## src/rtl/peripheral_noc_router_output.sv

```systemverilog
// NoC router output stage.
// Per VC: packet-granular round-robin arbitration across input ports feeding
// a registered FIFO of {last, flit}. Link side: flit-granular round-robin
// across VCs drives one shared flit/last bus with per-VC valid/ready.
module peripheral_noc_router_output #(
    parameter int FLIT_WIDTH   = 32,
    parameter int VCHANNELS    = 1,
    parameter int INPUTS       = 1,
    parameter int BUFFER_DEPTH = 4
) (
    input  logic                                            clk,
    input  logic                                            rst,
    input  logic [VCHANNELS-1:0][INPUTS-1:0][FLIT_WIDTH-1:0] in_flit,
    input  logic [VCHANNELS-1:0][INPUTS-1:0]                 in_last,
    input  logic [VCHANNELS-1:0][INPUTS-1:0]                 in_valid,
    output logic [VCHANNELS-1:0][INPUTS-1:0]                 in_ready,
    output logic [FLIT_WIDTH-1:0]                            out_flit,
    output logic                                             out_last,
    output logic [VCHANNELS-1:0]                             out_valid,
    input  logic [VCHANNELS-1:0]                             out_ready
);

    localparam int IW = (INPUTS > 1) ? $clog2(INPUTS) : 1;
    localparam int VW = (VCHANNELS > 1) ? $clog2(VCHANNELS) : 1;
    localparam int AW = $clog2(BUFFER_DEPTH);
    localparam int CW = $clog2(BUFFER_DEPTH + 1);
    localparam int EW = FLIT_WIDTH + 1;

    // Per-VC signals shared with the link arbiter
    logic [VCHANNELS-1:0]         cand;
    logic [VCHANNELS-1:0]         pop;
    logic [VCHANNELS-1:0][EW-1:0] head;

    // Link arbiter state
    logic          sel_any;
    logic [VW-1:0] sel_idx;
    logic [VW-1:0] vcptr_q, vcptr_d;
    logic [EW-1:0] hold_q, hold_d;
    logic [EW-1:0] out_word;

    for (genvar gv = 0; gv < VCHANNELS; gv++) begin : g_vc
        logic          gnt_any;
        logic [IW-1:0] gnt_idx;
        logic          full;
        logic          empty;
        logic          push;
        logic          push_last;
        logic [EW-1:0] push_data;

        logic          lock_q, lock_d;
        logic [IW-1:0] lock_idx_q, lock_idx_d;
        logic [IW-1:0] ptr_q, ptr_d;

        logic [AW-1:0] rd_q, rd_d;
        logic [AW-1:0] wr_q, wr_d;
        logic [CW-1:0] cnt_q, cnt_d;
        logic [EW-1:0] mem_q [BUFFER_DEPTH];

        // Input grant: locked input only, otherwise first valid from ptr_q with wrap
        always_comb begin
            int unsigned j;
            j       = 0;
            gnt_any = 1'b0;
            gnt_idx = '0;
            if (lock_q) begin
                gnt_any = in_valid[gv][lock_idx_q];
                gnt_idx = lock_idx_q;
            end else begin
                for (int unsigned k = 0; k < INPUTS; k++) begin
                    j = {{(32-IW){1'b0}}, ptr_q} + k;
                    if (j >= INPUTS) begin
                        j = j - INPUTS;
                    end
                    if (!gnt_any && in_valid[gv][IW'(j)]) begin
                        gnt_any = 1'b1;
                        gnt_idx = IW'(j);
                    end
                end
            end
        end

        for (genvar gi = 0; gi < INPUTS; gi++) begin : g_rdy
            assign in_ready[gv][gi] = !rst && gnt_any && !full && (gnt_idx == IW'(gi));
        end

        assign full      = (cnt_q == CW'(BUFFER_DEPTH));
        assign empty     = (cnt_q == '0);
        assign push      = gnt_any && !full;
        assign push_data = {in_last[gv][gnt_idx], in_flit[gv][gnt_idx]};
        assign push_last = push_data[EW-1];
        assign cand[gv]  = !empty && out_ready[gv];
        assign head[gv]  = mem_q[rd_q];

        // Lock and round-robin pointer update on each accepted flit
        always_comb begin
            lock_d     = lock_q;
            lock_idx_d = lock_idx_q;
            ptr_d      = ptr_q;
            if (push) begin
                if (push_last) begin
                    lock_d = 1'b0;
                    ptr_d  = (gnt_idx == IW'(INPUTS - 1)) ? '0 : gnt_idx + IW'(1);
                end else begin
                    lock_d     = 1'b1;
                    lock_idx_d = gnt_idx;
                end
            end
        end

        // FIFO pointer and occupancy update
        always_comb begin
            rd_d  = rd_q;
            wr_d  = wr_q;
            cnt_d = cnt_q;
            if (push) begin
                wr_d = (wr_q == AW'(BUFFER_DEPTH - 1)) ? '0 : wr_q + AW'(1);
            end
            if (pop[gv]) begin
                rd_d = (rd_q == AW'(BUFFER_DEPTH - 1)) ? '0 : rd_q + AW'(1);
            end
            if (push && !pop[gv]) begin
                cnt_d = cnt_q + CW'(1);
            end else if (!push && pop[gv]) begin
                cnt_d = cnt_q - CW'(1);
            end
        end

        // Per-VC control state with asynchronous reset
        always_ff @(posedge clk or posedge rst) begin
            if (rst) begin
                lock_q     <= 1'b0;
                lock_idx_q <= '0;
                ptr_q      <= '0;
                rd_q       <= '0;
                wr_q       <= '0;
                cnt_q      <= '0;
            end else begin
                lock_q     <= lock_d;
                lock_idx_q <= lock_idx_d;
                ptr_q      <= ptr_d;
                rd_q       <= rd_d;
                wr_q       <= wr_d;
                cnt_q      <= cnt_d;
            end
        end

        // FIFO storage write; contents are don't-care until occupancy covers them
        always_ff @(posedge clk) begin
            if (push) begin
                mem_q[wr_q] <= push_data;
            end
        end
    end

    // Link VC select: first ready, non-empty VC from vcptr_q with wrap
    always_comb begin
        int unsigned j;
        j       = 0;
        sel_any = 1'b0;
        sel_idx = '0;
        for (int unsigned k = 0; k < VCHANNELS; k++) begin
            j = {{(32-VW){1'b0}}, vcptr_q} + k;
            if (j >= VCHANNELS) begin
                j = j - VCHANNELS;
            end
            if (!sel_any && cand[VW'(j)]) begin
                sel_any = 1'b1;
                sel_idx = VW'(j);
            end
        end
    end

    // Link outputs, pop strobes and VC pointer advance
    always_comb begin
        pop = '0;
        if (sel_any) begin
            pop[sel_idx] = 1'b1;
        end
        out_valid = rst ? '0 : pop;
        out_word  = sel_any ? head[sel_idx] : hold_q;
        hold_d    = out_word;
        vcptr_d   = vcptr_q;
        if (sel_any) begin
            vcptr_d = (sel_idx == VW'(VCHANNELS - 1)) ? '0 : sel_idx + VW'(1);
        end
    end

    assign out_last = out_word[EW-1];
    assign out_flit = out_word[FLIT_WIDTH-1:0];

    // Link arbiter pointer and held output word
    always_ff @(posedge clk or posedge rst) begin
        if (rst) begin
            vcptr_q <= '0;
            hold_q  <= '0;
        end else begin
            vcptr_q <= vcptr_d;
            hold_q  <= hold_d;
        end
    end

endmodule

```

## config.mk

```make
export PLATFORM = sky130hd
export DESIGN_NAME = peripheral_noc_router_output
export DESIGN_NICKNAME = d
export VERILOG_FILES = /design/src/rtl/peripheral_noc_router_output.sv
export SDC_FILE = /design/constraint.sdc
export NUM_CORES = 1
export LEC_CHECK = 0
export ABC_AREA = 1
export CELL_PAD_IN_SITES_DETAIL_PLACEMENT = 0
export CELL_PAD_IN_SITES_GLOBAL_PLACEMENT = 1
export CORE_UTILIZATION = 46
export CTS_BUF_LIST = sky130_fd_sc_hd__clkbuf_4 sky130_fd_sc_hd__clkbuf_8
export DETAILED_ROUTE_END_ITERATION = 8
export PLACE_DENSITY_LB_ADDON = 0.1
export SETUP_SLACK_MARGIN = 0.1
export SLEW_MARGIN = 40
export SYNTH_ARGS = -nofsm -noshare
export SYNTH_HDL_FRONTEND = slang
export SYNTH_SLANG_ARGS = --single-unit
```

## constraint.sdc

```tcl
create_clock -name clk -period 3 [get_ports clk]
set_clock_uncertainty 0.1 [all_clocks]
set_input_delay 0.75 -clock clk [delete_from_list [all_inputs] [get_ports clk]]
set_output_delay 0.75 -clock clk [all_outputs]
set_load 0.05 [all_outputs]
```

==> results of run 1 <==
## kinds of logic after synthesis
family	count (synthesis)	share of synthesized area, %
and+or+nand+nor	362	19.8
AOI/OAI and AO/OA	4	0.460
DFF	174	68.2
adders and majority gates	7	1.29
xor gates and xnor gates	2	0.238
buffers and inverters	174	9.99
## layer usage
| layer | GRT usage (%) | vias up | wire length, µm |
|---|---|---|---|
| li1 | - | 2397 | - |
| met1 | 24.1 | 2297 | 6430 |
| met2 | 35.4 | 94 | 7830 |
| met3 | 4.82 | 12 | 544 |
| met4 | 7.13 | 0 | 196 |
| met5 | 0 | - | 0 |
## timing repair
| item | CTS | global route |
|---|---|---|
| gates cloned | 2 | 0 |
| resized for setup | 4 | 5 |
| setup endpoints to repair | 16 | 33 |
| hold buffers | 0 | 0 |
| buffers inserted | 0 | 1 |
| pin swaps | 1 | 0 |
| endpoints found under the hold margin | 0 | 0 |
## metrics by stage
stage / hold WS, ns / util, % / power [µW] / setup slack [ns]
after floorplan: 0.342 / - / 6320 / 0.152
after global placement: 0.355 / 56.8 / 8340 / 0.110
after detailed placement: 0.365 / 56.8 / 8410 / 0.0872
after CTS: 0.388 / 60.2 / 10300 / 0.115
after global routing: 0.429 / 60.4 / 10800 / 0.119
final: 0.376 / 60.4 / 10200 / 0.218
## worst paths after layout
check	end	slack [ns]	depth (start not counted)	from
worst max register to register	g_vc[0].cnt_q[2]$_DFFE_PP0P_	0.86	10	g_vc[0].cnt_q[1]$_DFFE_PP0P_
min in group asynchronous	g_vc[0].cnt_q[2]$_DFFE_PP0P_	0.79	3	rst
max in group asynchronous	g_vc[0].rd_q[0]$_DFFE_PP0N_	1.54	3	rst
worst min register to register	g_vc[0].lock_q$_DFFE_PP0N_	0.38	2	g_vc[0].lock_q$_DFFE_PP0N_
worst max-delay path	out_flit[17]	0.22	6	out_ready
worst min-delay path	g_vc[0].lock_q$_DFFE_PP0N_	0.38	2	g_vc[0].lock_q$_DFFE_PP0N_
## report_power, final
group          internal (µW)  leakage, µW  switching (µW)
clock                    990     0.000220             789
combinational           1980      0.00239            3020
sequential              3260      0.00172             179
## worst register-to-register path, delay by kind of cell (launching register included)
family,cells,cell delay [ns]
buffers and inverters,2,0.24
adders and majority gates,2,0.57
xor gates and xnor gates,1,0.14
and+or+nand+nor,5,0.58
DFF,1,0.42
## layout by cell type, fill, tap and decap left out, types with 2 or more instances in the layout
cell type and instances:
nor2_1 3, inv_2 2, edfxtp_1 132, buf_4 14, clkdlybuf4s50_1 35, o21ai_0 3
nand3_1 67, buf_12 42, clkbuf_8 20, inv_1 143, nand2_2 3, bufinv_16 4
clkinvlp_4 4, ha_1 6, bufbuf_16 2, nand2_1 283, clkbuf_4 2, nor2_4 4
dfrtp_1 41
## flip-flops by register name (all words and copies together) (netlist names)
signal           flops
g_vc.wr_q            2
g_vc.rd_q            2
g_vc.mem_q         132
hold_q              33
g_vc.lock_idx_q      1
g_vc.cnt_q           3
g_vc.lock_q          1
## final cells by class
| type | instances | share of cell area [%] |
|---|---|---|
| Sequential cell | 174 | 54.0 |
| Multi-Input combinational cell | 375 | 17.6 |
| Inverter | 146 | 5.94 |
| Clock buffer | 22 | 3.13 |
| Tap cell | 211 | 2.84 |
| Timing Repair Buffer | 94 | 14.8 |
| Clock inverter | 10 | 1.72 |
==> results.ini, run 1 <==
[worst_setup_path]
cp_cell_sequence=dlygate4sd2_1, a21boi_4, bufbuf_16, nand2_1, nand2_1, buf_12
crit_family=buffers and inverters
cp.arrival_ns=1.93
critPathSlowestCell=bufbuf_16
max_stage_delay_ns=0.34
start_kind=input pin
cp_max_fo=14
required_ns=2.15
path_class=input pin to output pin
cp-end-kind=output pin
critPathMostFrequentCell=nand2_1
worst-path-buf-inv=3

[final_layout]
fin_nets=852
areaGrowthSynthToFinish_pct=26.4
seq_area_um2=5020
multiInputGateArea_um2=1630
drive_above_1_share_pct=12.4
antenna_cells=0
stdcell_count=1032
fillerInstances=1275
final_area_um2=9290

[synth]
yosysMostFrequentCell=nand2_1
syn_area_um2=7350
synthCells=723
synth-seq-cells=174
syn_nets=767
synth_cell_types=20
async_flop_share_pct=24.1
yosys.area.top_type_share_pct=53.9
syn_area_per_cell_um2=10.2
yosysSeqAreaShare_pct=68.2
yosysWarnings=0
synth_commonest_cells=284 x nand2_1, 144 x inv_1, 132 x edfxtp_1
synth_edf_count=132
synthFlopType=edfxtp_1
yosysTopAreaCell=edfxtp_1
synth.area.top_cells=edfxtp_1 54%, nand2_1 15%, dfrtp_1 14%

[pwr]
peakVddDrop_v=0.000728
p_leak_uw=0.00433
pwr_density_cell_nw_per_um2=1100

[clock_network]
htreeDepth=4
path_clk_slew_ns=0.08
cts-root-buf=clkbuf_8
numCtsBuffers=17
cts_sinks=174
clockBufferDepth=2
insertion_delay_ns=0.44
cts_tree=done

[sta]
tightest_slew_ns=0.617
fin_crit_ns=2.78
rsz0062_at_grt=false
slew_headroom_pct=58.9
final.setup.tns_ns=0
fmaxAchievable_mhz=359
period_share_pct=92.7
finalHoldViolations=0
slew_viol_final=0
setup_viol=0

[run_status]
status=finished clean

[grt]
grt_pass1_wl_mm=24.4
grt_max_degree=43
antenna_found_initial=0
gr-total-overflow=0
grt_pass1_vias=4796
track_usage_pct=20.1

[drt]
drc=0
wl_mm=15.0
first_pass_iters=4
viasPerCell=4.65
vias=4800
detail_route.iter0.violations=285
ant_nets=0
post_drt_wl_per_cell_um=14.5

[placed_design]
place_area_um2=8740
dp_hpwl_mm=9.03
place.port_buffers=71
dp.cells=997
gp_congestion=0.727

[die]
die_h_um=128
initial_utilization_pct=47.8
core_area_um2=15400
dieArea_um2=16500
die_w_um=128
io_pins=72
num_rows=45

[run]
cap_viol_max_count=0

[min_path]
hp-class=flip-flop to flip-flop

(Power assumes the default switching activity.)
==> run 2: changes to the inputs <==
--- a/config.mk
+++ b/config.mk
@@ -10,6 +10,7 @@
 export CELL_PAD_IN_SITES_GLOBAL_PLACEMENT = 1
 export CORE_UTILIZATION = 46
 export CTS_BUF_LIST = sky130_fd_sc_hd__clkbuf_4 sky130_fd_sc_hd__clkbuf_8
+export CTS_CLUSTER_DIAMETER = 60
 export DETAILED_ROUTE_END_ITERATION = 8
 export PLACE_DENSITY_LB_ADDON = 0.1
 export SETUP_SLACK_MARGIN = 0.1
==> results of run 2 <==
No change in the layout: final DEF, timing and power equal those of run 1.
==> run 3: changes to the inputs <==
--- a/config.mk
+++ b/config.mk
@@ -12,6 +12,7 @@
 export CTS_BUF_LIST = sky130_fd_sc_hd__clkbuf_4 sky130_fd_sc_hd__clkbuf_8
 export CTS_CLUSTER_DIAMETER = 60
 export DETAILED_ROUTE_END_ITERATION = 8
+export HOLD_SLACK_MARGIN = 0.1
 export PLACE_DENSITY_LB_ADDON = 0.1
 export SETUP_SLACK_MARGIN = 0.1
 export SLEW_MARGIN = 40
==> results of run 3 <==
No change in the layout: final DEF, timing and power equal those of run 1.
